`src/rtl/audio_pkg.sv`:
```
// Shared definitions for the melody sequencer: FSM encoding, pattern entry
// field positions and the audio stage's note-select ordering.
package audio_pkg;

  typedef enum logic [1:0] {
    ST_IDLE = 2'd0,
    ST_PLAY = 2'd1,
    ST_GAP  = 2'd2
  } seq_state_t;

  localparam int REST_BIT = 7;
  localparam int NOTE_MSB = 6;
  localparam int NOTE_LSB = 4;
  localparam int DUR_MSB  = 3;
  localparam int DUR_LSB  = 0;

  // Mux ordering of the audio PWM stage, lowest pitch first.
  localparam logic [2:0] NOTE_C    = 3'd0;
  localparam logic [2:0] NOTE_D    = 3'd1;
  localparam logic [2:0] NOTE_E    = 3'd2;
  localparam logic [2:0] NOTE_F    = 3'd3;
  localparam logic [2:0] NOTE_G    = 3'd4;
  localparam logic [2:0] NOTE_A    = 3'd5;
  localparam logic [2:0] NOTE_B    = 3'd6;
  localparam logic [2:0] NOTE_C_HI = 3'd7;

  function automatic logic [3:0] entry_dur(input logic [7:0] e);
    return e[DUR_MSB:DUR_LSB];
  endfunction

  function automatic logic [2:0] entry_note(input logic [7:0] e);
    return e[NOTE_MSB:NOTE_LSB];
  endfunction

endpackage

```
`src/rtl/seq_unit_timer.sv`:
```
// Loadable down-counter timing either N duration units or one silent gap;
// expire is high during the final cycle of the loaded interval.
module seq_unit_timer #(
  parameter int UNIT_CYCLES = 5_000_000,
  parameter int GAP_CYCLES  = 500_000
) (
  input  logic       clk,
  input  logic       rst,
  input  logic       load,
  input  logic       clear,
  input  logic       gap_sel,
  input  logic [3:0] load_units,
  output logic       expire
);

  localparam int UW = $clog2(UNIT_CYCLES);
  localparam int GW = $clog2(GAP_CYCLES);
  localparam int CW = (UW > GW) ? ((UW > 1) ? UW : 1) : ((GW > 1) ? GW : 1);
  localparam logic [CW-1:0] UNIT_M1 = CW'(UNIT_CYCLES - 1);
  localparam logic [CW-1:0] GAP_M1  = (GAP_CYCLES > 0) ? CW'(GAP_CYCLES - 1) : '0;

  logic [CW-1:0] cnt;
  logic [3:0]    units;
  logic          active;

  always_ff @(posedge clk or negedge rst) begin
    if (!rst) begin
      cnt    <= '0;
      units  <= '0;
      active <= 1'b0;
    end else if (load) begin
      active <= 1'b1;
      cnt    <= gap_sel ? GAP_M1 : UNIT_M1;
      units  <= gap_sel ? 4'd0 : load_units - 4'd1;
    end else if (clear) begin
      active <= 1'b0;
      cnt    <= '0;
      units  <= '0;
    end else if (active) begin
      // Both counters stop at zero, so neither can wrap while active.
      if (cnt != '0) begin
        cnt <= cnt - 1'b1;
      end else if (units != 4'd0) begin
        units <= units - 4'd1;
        cnt   <= UNIT_M1;
      end else begin
        active <= 1'b0;
      end
    end
  end

  assign expire = active && (cnt == '0) && (units == 4'd0);

endmodule

```
`src/rtl/tone_sequencer.sv`:
```
// Melody sequencer: walks a writable note/duration pattern memory and drives
// the audio stage's sel/en with a silent gap between entries.
module tone_sequencer
  import audio_pkg::*;
#(
  parameter int UNIT_CYCLES = 5_000_000,
  parameter int GAP_CYCLES  = 500_000,
  parameter int DEPTH       = 16,
  parameter int AW          = 4
) (
  input  logic          clk,
  input  logic          rst,
  input  logic          start,
  input  logic          stop,
  input  logic          loop,
  input  logic          wr_en,
  input  logic [AW-1:0] wr_addr,
  input  logic [7:0]    wr_data,
  output logic [2:0]    sel,
  output logic          en,
  output logic          busy,
  output logic          done,
  output logic [AW-1:0] idx,
  output logic [1:0]    dbg_state
);

  localparam logic [AW-1:0] LAST_IDX = AW'(DEPTH - 1);
  localparam bit HAS_GAP = (GAP_CYCLES != 0);

  seq_state_t    state;
  logic [7:0]    mem [DEPTH];
  logic          expire;
  logic          adv, fetch_req, end_req, play_req, idle_done, enter_gap, abort;
  logic [AW-1:0] fetch_addr, play_addr;
  logic [7:0]    fetch_entry, play_entry;

  always_ff @(posedge clk) begin
    if (wr_en) mem[wr_addr] <= wr_data;
  end

  // Fetch reads the array before the edge, so a same-edge write yields old data.
  always_comb begin
    adv        = 1'b0;
    fetch_req  = 1'b0;
    end_req    = 1'b0;
    play_req   = 1'b0;
    fetch_addr = '0;
    case (state)
      ST_IDLE: fetch_req = start && !stop;
      ST_PLAY: adv = !stop && expire && !HAS_GAP;
      ST_GAP:  adv = !stop && expire;
      default: ;
    endcase
    if (adv) begin
      if (idx == LAST_IDX) begin
        end_req = 1'b1;
      end else begin
        fetch_req  = 1'b1;
        fetch_addr = idx + 1'b1;
      end
    end
    fetch_entry = mem[fetch_addr];
    play_entry  = fetch_entry;
    play_addr   = fetch_addr;
    if (fetch_req && entry_dur(fetch_entry) == 4'd0) end_req = 1'b1;
    if (fetch_req && entry_dur(fetch_entry) != 4'd0) begin
      play_req = 1'b1;
    end else if (end_req && loop && entry_dur(mem[0]) != 4'd0) begin
      play_req   = 1'b1;
      play_entry = mem[0];
      play_addr  = '0;
    end
    idle_done = end_req && !play_req;
    enter_gap = (state == ST_PLAY) && !stop && expire && HAS_GAP;
    abort     = (state != ST_IDLE) && stop;
  end

  always_ff @(posedge clk or negedge rst) begin
    if (!rst) begin
      state <= ST_IDLE;
      sel   <= NOTE_C;
      en    <= 1'b0;
      busy  <= 1'b0;
      done  <= 1'b0;
      idx   <= '0;
    end else begin
      done <= 1'b0;
      if (abort) begin
        state <= ST_IDLE;
        sel   <= NOTE_C;
        en    <= 1'b0;
        busy  <= 1'b0;
        idx   <= '0;
      end else if (play_req) begin
        state <= ST_PLAY;
        sel   <= entry_note(play_entry);
        en    <= ~play_entry[REST_BIT];
        busy  <= 1'b1;
        idx   <= play_addr;
      end else if (idle_done) begin
        state <= ST_IDLE;
        sel   <= NOTE_C;
        en    <= 1'b0;
        busy  <= 1'b0;
        done  <= 1'b1;
        idx   <= '0;
      end else if (enter_gap) begin
        state <= ST_GAP;
        en    <= 1'b0;
      end
    end
  end

  seq_unit_timer #(
    .UNIT_CYCLES(UNIT_CYCLES),
    .GAP_CYCLES (GAP_CYCLES)
  ) u_timer (
    .clk       (clk),
    .rst       (rst),
    .load      (play_req || enter_gap),
    .clear     (abort || idle_done),
    .gap_sel   (enter_gap),
    .load_units(entry_dur(play_entry)),
    .expire    (expire)
  );

  assign dbg_state = state;

endmodule

```
`config.mk`:
```
export PLATFORM = sky130hd
export DESIGN_NAME = tone_sequencer
export DESIGN_NICKNAME = d
export VERILOG_FILES = /design/src/rtl/audio_pkg.sv /design/src/rtl/seq_unit_timer.sv /design/src/rtl/tone_sequencer.sv
export SDC_FILE = /design/constraint.sdc
export NUM_CORES = 1
export LEC_CHECK = 0
export CAP_MARGIN = 15
export CORE_MARGIN = 5
export CORE_UTILIZATION = 61
export CTS_CLUSTER_DIAMETER = 40
export DETAILED_ROUTE_END_ITERATION = 7
export PLACE_DENSITY = 0.8
export SLEW_MARGIN = 10
export SYNTH_ARGS = -nofsm -noshare
export SYNTH_HDL_FRONTEND = slang
export SYNTH_SLANG_ARGS = --single-unit
```
`constraint.sdc`:
```
create_clock -name clk -period 4 [get_ports clk]
set_input_delay 0.4 -clock clk [delete_from_list [all_inputs] [get_ports clk]]
set_output_delay 0.4 -clock clk [all_outputs]
set_load 0.03 [all_outputs]
```
Word level (Yosys, flattened, before mapping):

Memory sizes are Yosys's and may differ from the RTL's.
Index checks and enable logic that the tools add are counted.
W data, S select, Z words.

* equality and inequality tests: 4
* bitwise operators: 1
* add/sub/neg operators: 4
* reductions and logical operators: 32
* muxes and demuxes: 54

Operator list (count)
* $mux W23: 6
* $mux W4: 13
* $mux W1: 26
* $logic_not A23 Y1: 1
* $reduce_bool A23 Y1: 1
* $sub A23 B1 Y23 const B: 1
* $reduce_bool A4 Y1: 5
* $mux W8: 2
* $logic_and A1 B1 Y1: 12
* $mux W3: 3
* $reduce_bool A3 Y1: 3
* $logic_not A4 Y1: 2
* $mux W2: 4
* $sub A4 B1 Y4 const B: 2
* $add A4 B1 Y4 const B: 1
* $eq A4 B4 Y1 const B: 1
* $ne A3 B1 Y1 const B: 1
* $reduce_and A3 Y1: 1
* $eq A2 B1 Y1 const B: 1
* $eq A2 B2 Y1 const B: 1
* $logic_not A1 Y1: 2
* $logic_not A2 Y1: 1
* $logic_or A1 B1 Y1: 2
* $reduce_and A2 Y1: 1
* other kinds (2): 2

* input bits: 18
* word-level logic and storage cells: 105
* flip-flop bits (word level): 40
* RAM bits: 128
* memories: 1
* output and inout bits: 12

Memory list
* mem: depth 16, bits a word 8, rd ports 2, clocked after Yosys merged registers in 0, wr ports 1, line tone_sequencer.sv:31 `logic [7:0] mem [DEPTH];`

Logic depth before layout (Yosys ltp):

Gate-level depths: netlist of the first run.
An unclocked memory read counts as a cell.

* word-level depth: 19
* gate-level depth with buffers: 15
* mapped depth without buffers: 13

Hierarchy:

From an unflattened synthesis of the first run, not the netlist that was laid out.

* cell total of the unflattened synthesis: 638
* area total of the unflattened synthesis: 7921.3 sq um

By module, submodules not included
* tone_sequencer: instances 1, area each 5994.5 sq um, cells an instance 423
* seq_unit_timer: instances 1, area each 1926.8 sq um, cells an instance 215

Worst setup path after synthesis of the first run:

Ideal clock, no wire load.

* kind: flip-flop to flip-flop
* from: reg idx[1]
* to: reg u_timer.units[2]
* arrival: 3.414 ns
* buffers on the path: 2
* required time: 3.871 ns
* cell stages (with the launch flop): 15
* clock period less this slack: 3.543 ns
* slack: 0.457 ns
* cells stage by stage: dfrtp_1 -> ha_1 -> buf_2 -> a31oi_4 -> o211ai_2 -> or4_4 -> o21a_1 -> a21oi_2 -> o22ai_1 -> o21a_4 -> o31ai_4 -> buf_6 -> mux2i_1 -> xor2_1 -> o22ai_2

* longest elaborated chain between the ends: 16
* elaborated cells between the ends (all ways): 32

Ends and longest elaborated chain
* start: declaration: line tone_sequencer.sv:23 `output logic [AW-1:0] idx,`
* start signal: assignment: line tone_sequencer.sv:99 `idx <= play_addr;`
* branches (longest 16 deep; another with $mem_v2 Z16 W8)
* end signal: assignment: line seq_unit_timer.sv:34 `units <= gap_sel ? 4'd0 : load_units - 4'd1;`
* end signal: assignment: line seq_unit_timer.sv:44 `units <= units - 4'd1;`
* end: declaration: line seq_unit_timer.sv:23 `logic [3:0] units;`

Parallel ways; which one is timed is not known.
A chain may end at the register's enable or synchronous reset.

Worst setup path in the final report of the first run:

* from: reg u_timer.cnt[0]
* to: reg u_timer.units[3]

* longest elaborated chain between the ends: 19
* elaborated cells between the ends (all ways): 34

Ends and longest elaborated chain
* start: declaration: line seq_unit_timer.sv:22 `logic [CW-1:0] cnt;`
* start signal: assignment: line seq_unit_timer.sv:33 `cnt <= gap_sel ? GAP_M1 : UNIT_M1;`
* start signal: assignment: line seq_unit_timer.sv:42 `cnt <= cnt - 1'b1;`
* branches (longest 19 deep; another with $mem_v2 Z16 W8)

Parallel ways; which one is timed is not known.

==> results of run 1 <==
-- final cells by class --
type	count	area (um2)
clock inverter	13	120
clock buffer	18	429
inverter	11	41.3
fill	902	3570
timing repair buffer	62	533
tap	172	215
multi-input combinational	477	2910
sequential	168	4840
-- worst max-delay path by stage --
| stage | from | depth (start not counted) | to |
|---|---|---|---|
| 2_1_floorplan | idx[1]$_DFFE_PN0N_ | 14 | u_timer.units[2]$_DFFE_PN0P_ |
| 3_3_place_gp | stop | 13 | u_timer.units[3]$_DFFE_PN0P_ |
| 3_5_place_dp | stop | 12 | u_timer.units[2]$_DFFE_PN0P_ |
| 4_1_cts | u_timer.units[0]$_DFFE_PN0P_ | 14 | u_timer.units[3]$_DFFE_PN0P_ |
| 5_1_grt | u_timer.units[0]$_DFFE_PN0P_ | 13 | u_timer.units[2]$_DFFE_PN0P_ |
| 6_report | u_timer.cnt[0]$_DFFE_PN0P_ | 14 | u_timer.units[3]$_DFFE_PN0P_ |
-- cell usage after synthesis, drive strengths merged, types with 8 or more instances --
library cell | number | area (um2)
mux2i | 15 | 150
nand3 | 54 | 275
and3 | 16 | 101
or3 | 8 | 50.1
o31ai | 8 | 87.6
o21ai | 34 | 170
nor3 | 23 | 120
a21oi | 56 | 284
inv | 11 | 41.3
o211ai | 9 | 77.6
a22oi | 8 | 60.1
nor2 | 52 | 198
a211oi | 15 | 118
clkbuf | 20 | 75.1
xnor2 | 8 | 70.1
edfxtp | 128 | 3840
dfrtp | 40 | 1000
buf | 14 | 75.1
nand2 | 74 | 280
-- cells by family after synthesis --
family                     after synthesis
and+or+nand+nor                        268
AOI/OAI and AO/OA                      175
DFF                                    168
buffers and inverters                   45
muxes                                   17
xor gates and xnor gates                12
adders and majority gates                5
-- metrics by stage --
step	util (%)	power, uW
5_1_grt	71.8	4790
3_3_place_gp	67.4	3040
6_report	71.8	4620
4_1_cts	71.7	4600
3_5_place_dp	67.4	3080
2_1_floorplan	-	2770
-- worst max-delay path, cell delays in order, from the launching register on --
cell	delay, ps
dfrtp_1	390
inv_1	150
ha_1	160
nor2b_1	230
nand4_4	210
or3_1	520
nor3_2	290
a31oi_1	150
o211ai_2	290
nand2_2	170
o31ai_4	410
buf_4	210
mux2i_1	210
a211oi_2	60
a21o_1	170
-- routing by layer --
metal	track usage [%]	wire, um	up-vias
li1	-	-	2715
met1	39.3	8590	2959
met2	44.5	9790	339
met3	5.99	1710	55
met4	11.4	652	0
met5	0	0	-
-- registers in the layout, summed over array words and instances, names as in the netlist --
signal / flops
sel: 3
u_timer.cnt: 23
u_timer.active: 1
done: 1
busy: 1
u_timer.units: 4
idx: 4
en: 1
dbg_state: 2
mem: 128
-- power groups by stage --
stage                     clock network, uW  logic, uW  registers (uW)
after floorplan                           0        545            2220
after global placement                    0        831            2200
after detailed placement                  0        862            2210
after CTS                              1550        871            2180
after global routing                   1630        965            2200
final                                  1540        884            2190
-- timing repair --
action                     4_1_cts  5_1_grt
setup endpoints to repair        0        2
gates resized for setup          0        2
hold buffers                     0        0
setup buffers                    0        0
-- cell usage in the layout, fill, tap and decap left out, types with 5 or more instances in the layout --
master	Yosys	final
and3_1	15	15
nand3b_1	6	6
mux2i_1	15	15
nand2_1	73	73
a211oi_1	14	14
clkdlybuf4s50_1	0	28
nand3_1	53	53
nor2_1	51	50
a31oi_1	6	6
o31ai_1	6	6
dfrtp_1	40	40
a22oi_1	8	8
o21ai_0	32	32
clkbuf_16	0	17
edfxtp_1	128	128
and2_1	5	5
nor3_1	22	22
inv_1	11	11
xnor2_1	8	8
a21oi_1	55	55
ha_1	5	5
a221oi_1	7	7
o211ai_1	7	7
or3_1	8	8
buf_4	1	33
==> reports/qor.csv, run 1 <==
metric,value,unit
synth_top_family_by_area,simple AND/OR/NAND/NOR gates,
clkSinkCount,168,
r2r_start,u_timer.cnt[0]$_DFFE_PN0P_,
holdWs,128,ps
first_pass_iters,6,
maxSlewViolCount,0,
worstPathArrival,4040,ps
p_leak,0.00336,uW
worst_r2r_endpoint,u_timer.units[3]$_DFFE_PN0P_,
tritoncts.num_buffers,17,
remaining_drc_errors,0,
power_density,507,nW/um2
port_buffers,29,
via_per_inst,6.59,
gp_congestion,0.965,
drive_above_1_share,12.8,%
avgSynthCellArea,11.5,um2
synth-xor-area-share,1.32,%
seq_power_share,47.4,%
overflow,0,
antenna_found_initial,0,
root_buffer,clkbuf_16,
worstMarginPinSlew,1110,ps
rows,41,
ys_seq_area_share,61.0,%
ctsHtreeMaxLevel,4,
die_h,124,um
dpl_worst_slack,202,ps
vdd_ir_drop_max,0.388,mV
dp_hpwl,14.2,mm
final.min_clock_period,3720,ps
synth_fa_ha_area_share,0.788,%
fmax,0.269,GHz
outcome,finished clean,
synthMuxAreaShare,2.17,%
syn_nets,713,
dieArea,15400,um2
grt_max_degree,41,
critPathLaunchType,register,
initial_core_util,62.7,%
synth_compound_area_share,15.0,%
p_switching,1390,uW
synth_enable_flop_cells,128,
drt_wl_total,20.7,mm
ant_nets,0,
drtIter0Drc,818,
clock_path_buffers,2,
worst_setup_path_end_kind,register,
die_x,124,um
place_area,8540,um2
fin_area,9100,um2
r2r_setup_slack,280,ps
core-area,12700,um2
fin_cells,921,
num_vias,6068,
hold_viol,0,
synthCells,690,
path_class,register to register,
rsz0062_at_grt,no,
rr_worst_depth,14,
dp_cells,890,
yosys.area_share.simple,17.3,%
cp_data_required_time,4320,ps
fin_crit_sh,92.9,%
grt_pass1_vias,5986,
cts_tree,done,
syn_area,7940,um2
finalClockSkew,10.5,ps
fin_ws,283,ps
combPwrFrac,19.2,%
synth_cell_types,75,
path_clk_slew,60,ps
fin_nets,760,
diodes,0,
swShare,30.1,%
synthFlopType,edfxtp_1,
slew_headroom,25.5,%
holdCritPathClass,primary input to async pin,
io_pins,30,
clk_latency,430,ps
grt_pass1_wl,32.6,mm
ys_seq_elements,168,
synthArstFlopShare,23.8,%
power.internal,3220,uW
setup_viol,0,
drv_cap,0,
post_drt_wl_per_cell,22.5,um
grt_usage,28.5,%
ys_warn_count,0,
tns,0,ps
syn_to_final_growth,14.6,%
p_clk_share,33.4,%
cp_max_fo,8,
Power figures use the tool's default switching activity.
==> inputs of run 2 (changes only) <==
CORE_MARGIN = 2   (was 5)
==> run 2 against run 1 <==
Compared with the run above: clock power is essentially flat; critical path type unchanged; via count down 1.3%; worst setup slack improved by 8.1 ps; largest power group unchanged; largest cell class unchanged; clock skew decreased by 2.3 ps; critical path depth shrank 1; utilization increased by 0.22 points; first-iteration DRC count down 2.9%; hold slack worse by 36 ps; sequential power about the same.
==> reports/qor.csv, run 2 (synthesis gave the netlist of run 1 again) <==
metric,value,unit
outcome,finished clean,
slew_headroom,30.4,%
dieArea,13900,um2
rows,41,
combPwrFrac,19.0,%
grt_use_met2,45.7,%
rr_worst_depth,13,
tns,0,ps
worstPathArrival,4010,ps
final_cell_mix,"edfxtp_1 (128), nand2_1 (73), a21oi_1 (55)",
syn_to_final_growth,14.9,%
drv_cap,0,
drive_above_1_share,13.4,%
port_buffers,29,
p_clk_share,33.4,%
overflow,0,
remaining_drc_errors,0,
worstSetupEndpoint,u_timer.units[2]$_DFFE_PN0P_,
p_switching,1410,uW
r2r_start,u_timer.cnt[0]$_DFFE_PN0P_,
fin_crit_sh,92.7,%
ant_nets,0,
power_density,501,nW/um2
setup_viol,0,
cts-resized-gates,0,
worstMarginPinSlew,1040,ps
grt_usage,29.7,%
worst_setup_path_end_kind,register,
path_class,register to register,
power.internal,3160,uW
met3_usage,6.59,%
gp_congestion,0.970,
regMostFlops,mem,
first_pass_iters,7,
clkSinkCount,168,
reg.largest.list,"mem (128), u_timer.cnt (23)",
clock_path_buffers,2,
vdd_ir_drop_max,0.586,mV
r2r_setup_slack,290,ps
post_cts_buffers,0,
dpl_worst_slack,234,ps
num_vias,5987,
hold_buffers,0,
fillCellCount,910,
post_drt_wl_per_cell,21.8,um
grt_pass1_vias,5883,
final.min_clock_period,3710,ps
top_usage_layer,met2,
via_per_inst,6.46,
cp_max_fo,8,
p_leak,0.00337,uW
drtIter0Drc,794,
cts_tree,done,
diodes,0,
clk_latency,430,ps
maxSlewViolCount,0,
dp_hpwl,14.2,mm
hold_viol,0,
worst_r2r_endpoint,u_timer.units[2]$_DFFE_PN0P_,
regArea,4840,um2
largest_register_ffs,128,
critPathLaunchType,register,
core-area,12700,um2
multi_input_area,2900,um2
grt_pass1_wl,31.6,mm
drt_wl_total,20.2,mm
startpoint,u_timer.cnt[0]$_DFFE_PN0P_,
antenna_found_initial,0,
die_x,118,um
fmax,0.270,GHz
finalClockSkew,8.28,ps
root_buffer,clkbuf_16,
ctsHtreeMaxLevel,4,
seq_power_share,47.6,%
fin_ws,291,ps
grt_max_degree,41,
die_h,118,um
mostFrequentLayoutCell,edfxtp_1,
grt_use_met1,40.6,%
initial_core_util,62.7,%
holdCritPathClass,primary input to async pin,
tritoncts.num_buffers,17,
path_clk_slew,70,ps
swShare,30.8,%
cp_data_required_time,4310,ps
io_pins,30,
rsz0062_at_grt,no,
fin_nets,765,
-- run 2: layer usage --
layer / up-vias / share of wire, %
li1: 2736 / -
met1: 2870 / 42
met2: 329 / 47
met3: 52 / 8.1
met4: 0 / 3.1
met5: - / 0
-- run 2: how the worst min path moves through the flow --
stage | start | endpoint | cells after the start
4_1_cts | rst | u_timer.cnt[8]$_DFFE_PN0P_ | 1
6_report | rst | u_timer.cnt[8]$_DFFE_PN0P_ | 1
5_1_grt | rst | u_timer.cnt[8]$_DFFE_PN0P_ | 1
3_3_place_gp | busy$_DFFE_PN0N_ | busy$_DFFE_PN0N_ | 2
3_5_place_dp | en$_DFFE_PN0P_ | en$_DFFE_PN0P_ | 2
2_1_floorplan | rst | busy$_DFFE_PN0N_ | 0
-- run 2: cell type report --
cell class | instances | area share, %
clock inverters | 14 | 1.30
flip-flops and latches | 168 | 53.1
inverters | 11 | 0.453
repair buffers | 67 | 6.25
well taps | 172 | 2.36
clock buffers | 18 | 4.70
multi-input cells | 477 | 31.8
-- run 2: power groups by stage --
stage	Clock (uW)	Combinational, uW	Sequential (uW)
final	1530	869	2180
after global routing	1610	953	2200
after CTS	1540	862	2170
after detailed placement	0	856	2210
after global placement	0	820	2200
after floorplan	0	545	2220
-- run 2: critical path: stages (launching register included) --
cell	delay, ps
dfrtp_1	380
inv_1	170
ha_1	170
nor2b_1	230
nand4_4	200
or3_1	550
nor3_2	270
a31oi_1	150
o211ai_2	250
nand2_2	160
o31ai_4	380
mux2i_1	360
xor2_1	230
o22ai_2	100
-- run 2: through the flow --
stage	power [uW]	instance area [um2]	std cells	util, %	hold slack (ps)
finish	4570	9120	927	72.0	92.5
CTS	4570	9120	927	72.0	109
global placement	3020	8580	895	67.7	463
floorplan	2770	7940	690	-	104
global route	4760	9120	927	72.0	171
detailed placement	3060	8580	895	67.7	474
==> inputs of run 3 (changes only) <==
CORE_UTILIZATION = 40   (was 61)
PLACE_DENSITY = not set   (was 0.8)
==> run 3 against run 2 <==
Compared with the run above: count of clock-buffer cells in the layout unchanged; global-route usage down 8.4 points; wire length up 5.3%; total power up 4.7%; via count down 1.9%; hold slack better by 21 ps; sequential cell count unchanged; register-to-register slack about the same; final cell count up 9.7%; worst setup slack better by 4.8 ps; largest cell class unchanged; largest power group unchanged.
==> reports/qor.csv, run 3 (synthesis gave the netlist of run 1 again) <==
metric,value,unit
grt_usage,21.4,%
holdWs,113,ps
core-area,19500,um2
critical_path.top_delay_family,compound AO/OA/AOI/OAI gates,
highest_layer,met4,
ant_nets,0,
rows,51,
final.min_clock_period,3700,ps
gp_congestion,0.925,
slew_headroom,27.8,%
path_clk_slew,70,ps
ctsHtreeMaxLevel,4,
clk_latency,430,ps
grt_pass1_wl,33.1,mm
drive_above_1_share,12.9,%
cp_data_required_time,4320,ps
diodes,0,
dpl_worst_slack,208,ps
overflow,0,
critPathSlowestCell,dfrtp_1,
grt_max_degree,41,
die_h,145,um
drtIter0Drc,491,
p_leak,0.00339,uW
power_density,516,nW/um2
io_pins,30,
fin_nets,762,
dieArea,21000,um2
drv_cap,0,
remaining_drc_errors,0,
mostFrequentLayoutCell,edfxtp_1,
clock_path_buffers,2,
multi_input_area,2900,um2
hold_viol,0,
cts_tree,done,
final_cell_mix,"edfxtp_1 (128), nand2_1 (73), a21oi_1 (55)",
cp_max_fo,19,
via_per_inst,5.77,
cp_common_cell,buf_4,
fillCellCount,1760,
die_x,145,um
hold_buffers,0,
port_buffers,29,
syn_to_final_growth,17.0,%
clkSinkCount,168,
first_pass_iters,5,
fin_ws,296,ps
reg.largest.list,"mem (128), u_timer.cnt (23)",
grt_pass1_vias,5752,
dp_hpwl,15.0,mm
antenna_found_initial,0,
tns,0,ps
drt_wl_total,21.2,mm
finalClockSkew,15.0,ps
crit_buf_inv,3,
m1WireLength,9.35,mm
regMostFlops,mem,
fin_util,47.7,%
maxSlewViolCount,0,
tritoncts.num_buffers,17,
post_cts_buffers,0,
worst_setup_path_end_kind,register,
route.met3.wl,1.33,mm
path_class,register to register,
outcome,finished clean,
fin_crit_sh,92.6,%
holdCritPathClass,primary input to async pin,
fmax,0.270,GHz
worstMarginPinSlew,1080,ps
cpPeakStageDelay,420,ps
cts-resized-gates,0,
root_buffer,clkbuf_16,
regArea,4840,um2
worstPathArrival,4030,ps
vdd_ir_drop_max,0.246,mV
critPathLaunchType,register,
rsz0062_at_grt,no,
largest_register_ffs,128,
post_drt_wl_per_cell,20.9,um
initial_core_util,40.8,%
crit_chain,ha_1 > buf_4 > a31o_2 > buf_4 > mux2i_1 > o21ai_0 > a21boi_2 > o22ai_1 > o21a_4 > o31ai_4 > buf_4 > mux2i_1 > nor2_1 > o22a_1,
setup_viol,0,
met2_length,10.0,mm
num_vias,5873,
## run 3: worst paths after layout
check | cells past startpoint | from | slack (ps) | to
hold / removal | 1 | rst | 110 | u_timer.cnt[7]$_DFFE_PN0P_
min in group clk | 2 | busy$_DFFE_PN0N_ | 480 | busy$_DFFE_PN0N_
hold reg to reg | 2 | busy$_DFFE_PN0N_ | 480 | busy$_DFFE_PN0N_
setup / recovery | 14 | idx[1]$_DFFE_PN0N_ | 300 | u_timer.units[1]$_DFFE_PN0P_
max in group asynchronous | 1 | rst | 3300 | u_timer.cnt[22]$_DFFE_PN0P_
setup reg to reg | 14 | idx[1]$_DFFE_PN0N_ | 300 | u_timer.units[1]$_DFFE_PN0P_
## run 3: where the power goes
group	switching [uW]	total [uW]	internal [uW]
clock	734	1740	1000
sequential	153	2180	2030
combinational	542	871	330
total	1430	4790	3360
## run 3: through the flow
stage	power (uW)	std cells	instance area (um2)
final	4790	1017	9290
after global routing	5010	1017	9290
after CTS	4810	1017	9290
after detailed placement	3080	985	8670
after global placement	3050	985	8670
after floorplan	2770	690	7940
## run 3: layout make-up
class	instances	share of cell area (%)
flip-flops and latches	168	52.2
multi-input cells	477	31.3
repair buffers	64	5.90
clock buffers	18	4.62
well taps	265	3.57
clock inverters	14	2.03
inverters	11	0.445
## run 3: per-layer routing
metal,GRT usage [%],up-vias
li1,-,2726
met1,28.9,2880
met2,34.0,231
met3,4.74,36
met4,7.41,0
met5,0,-
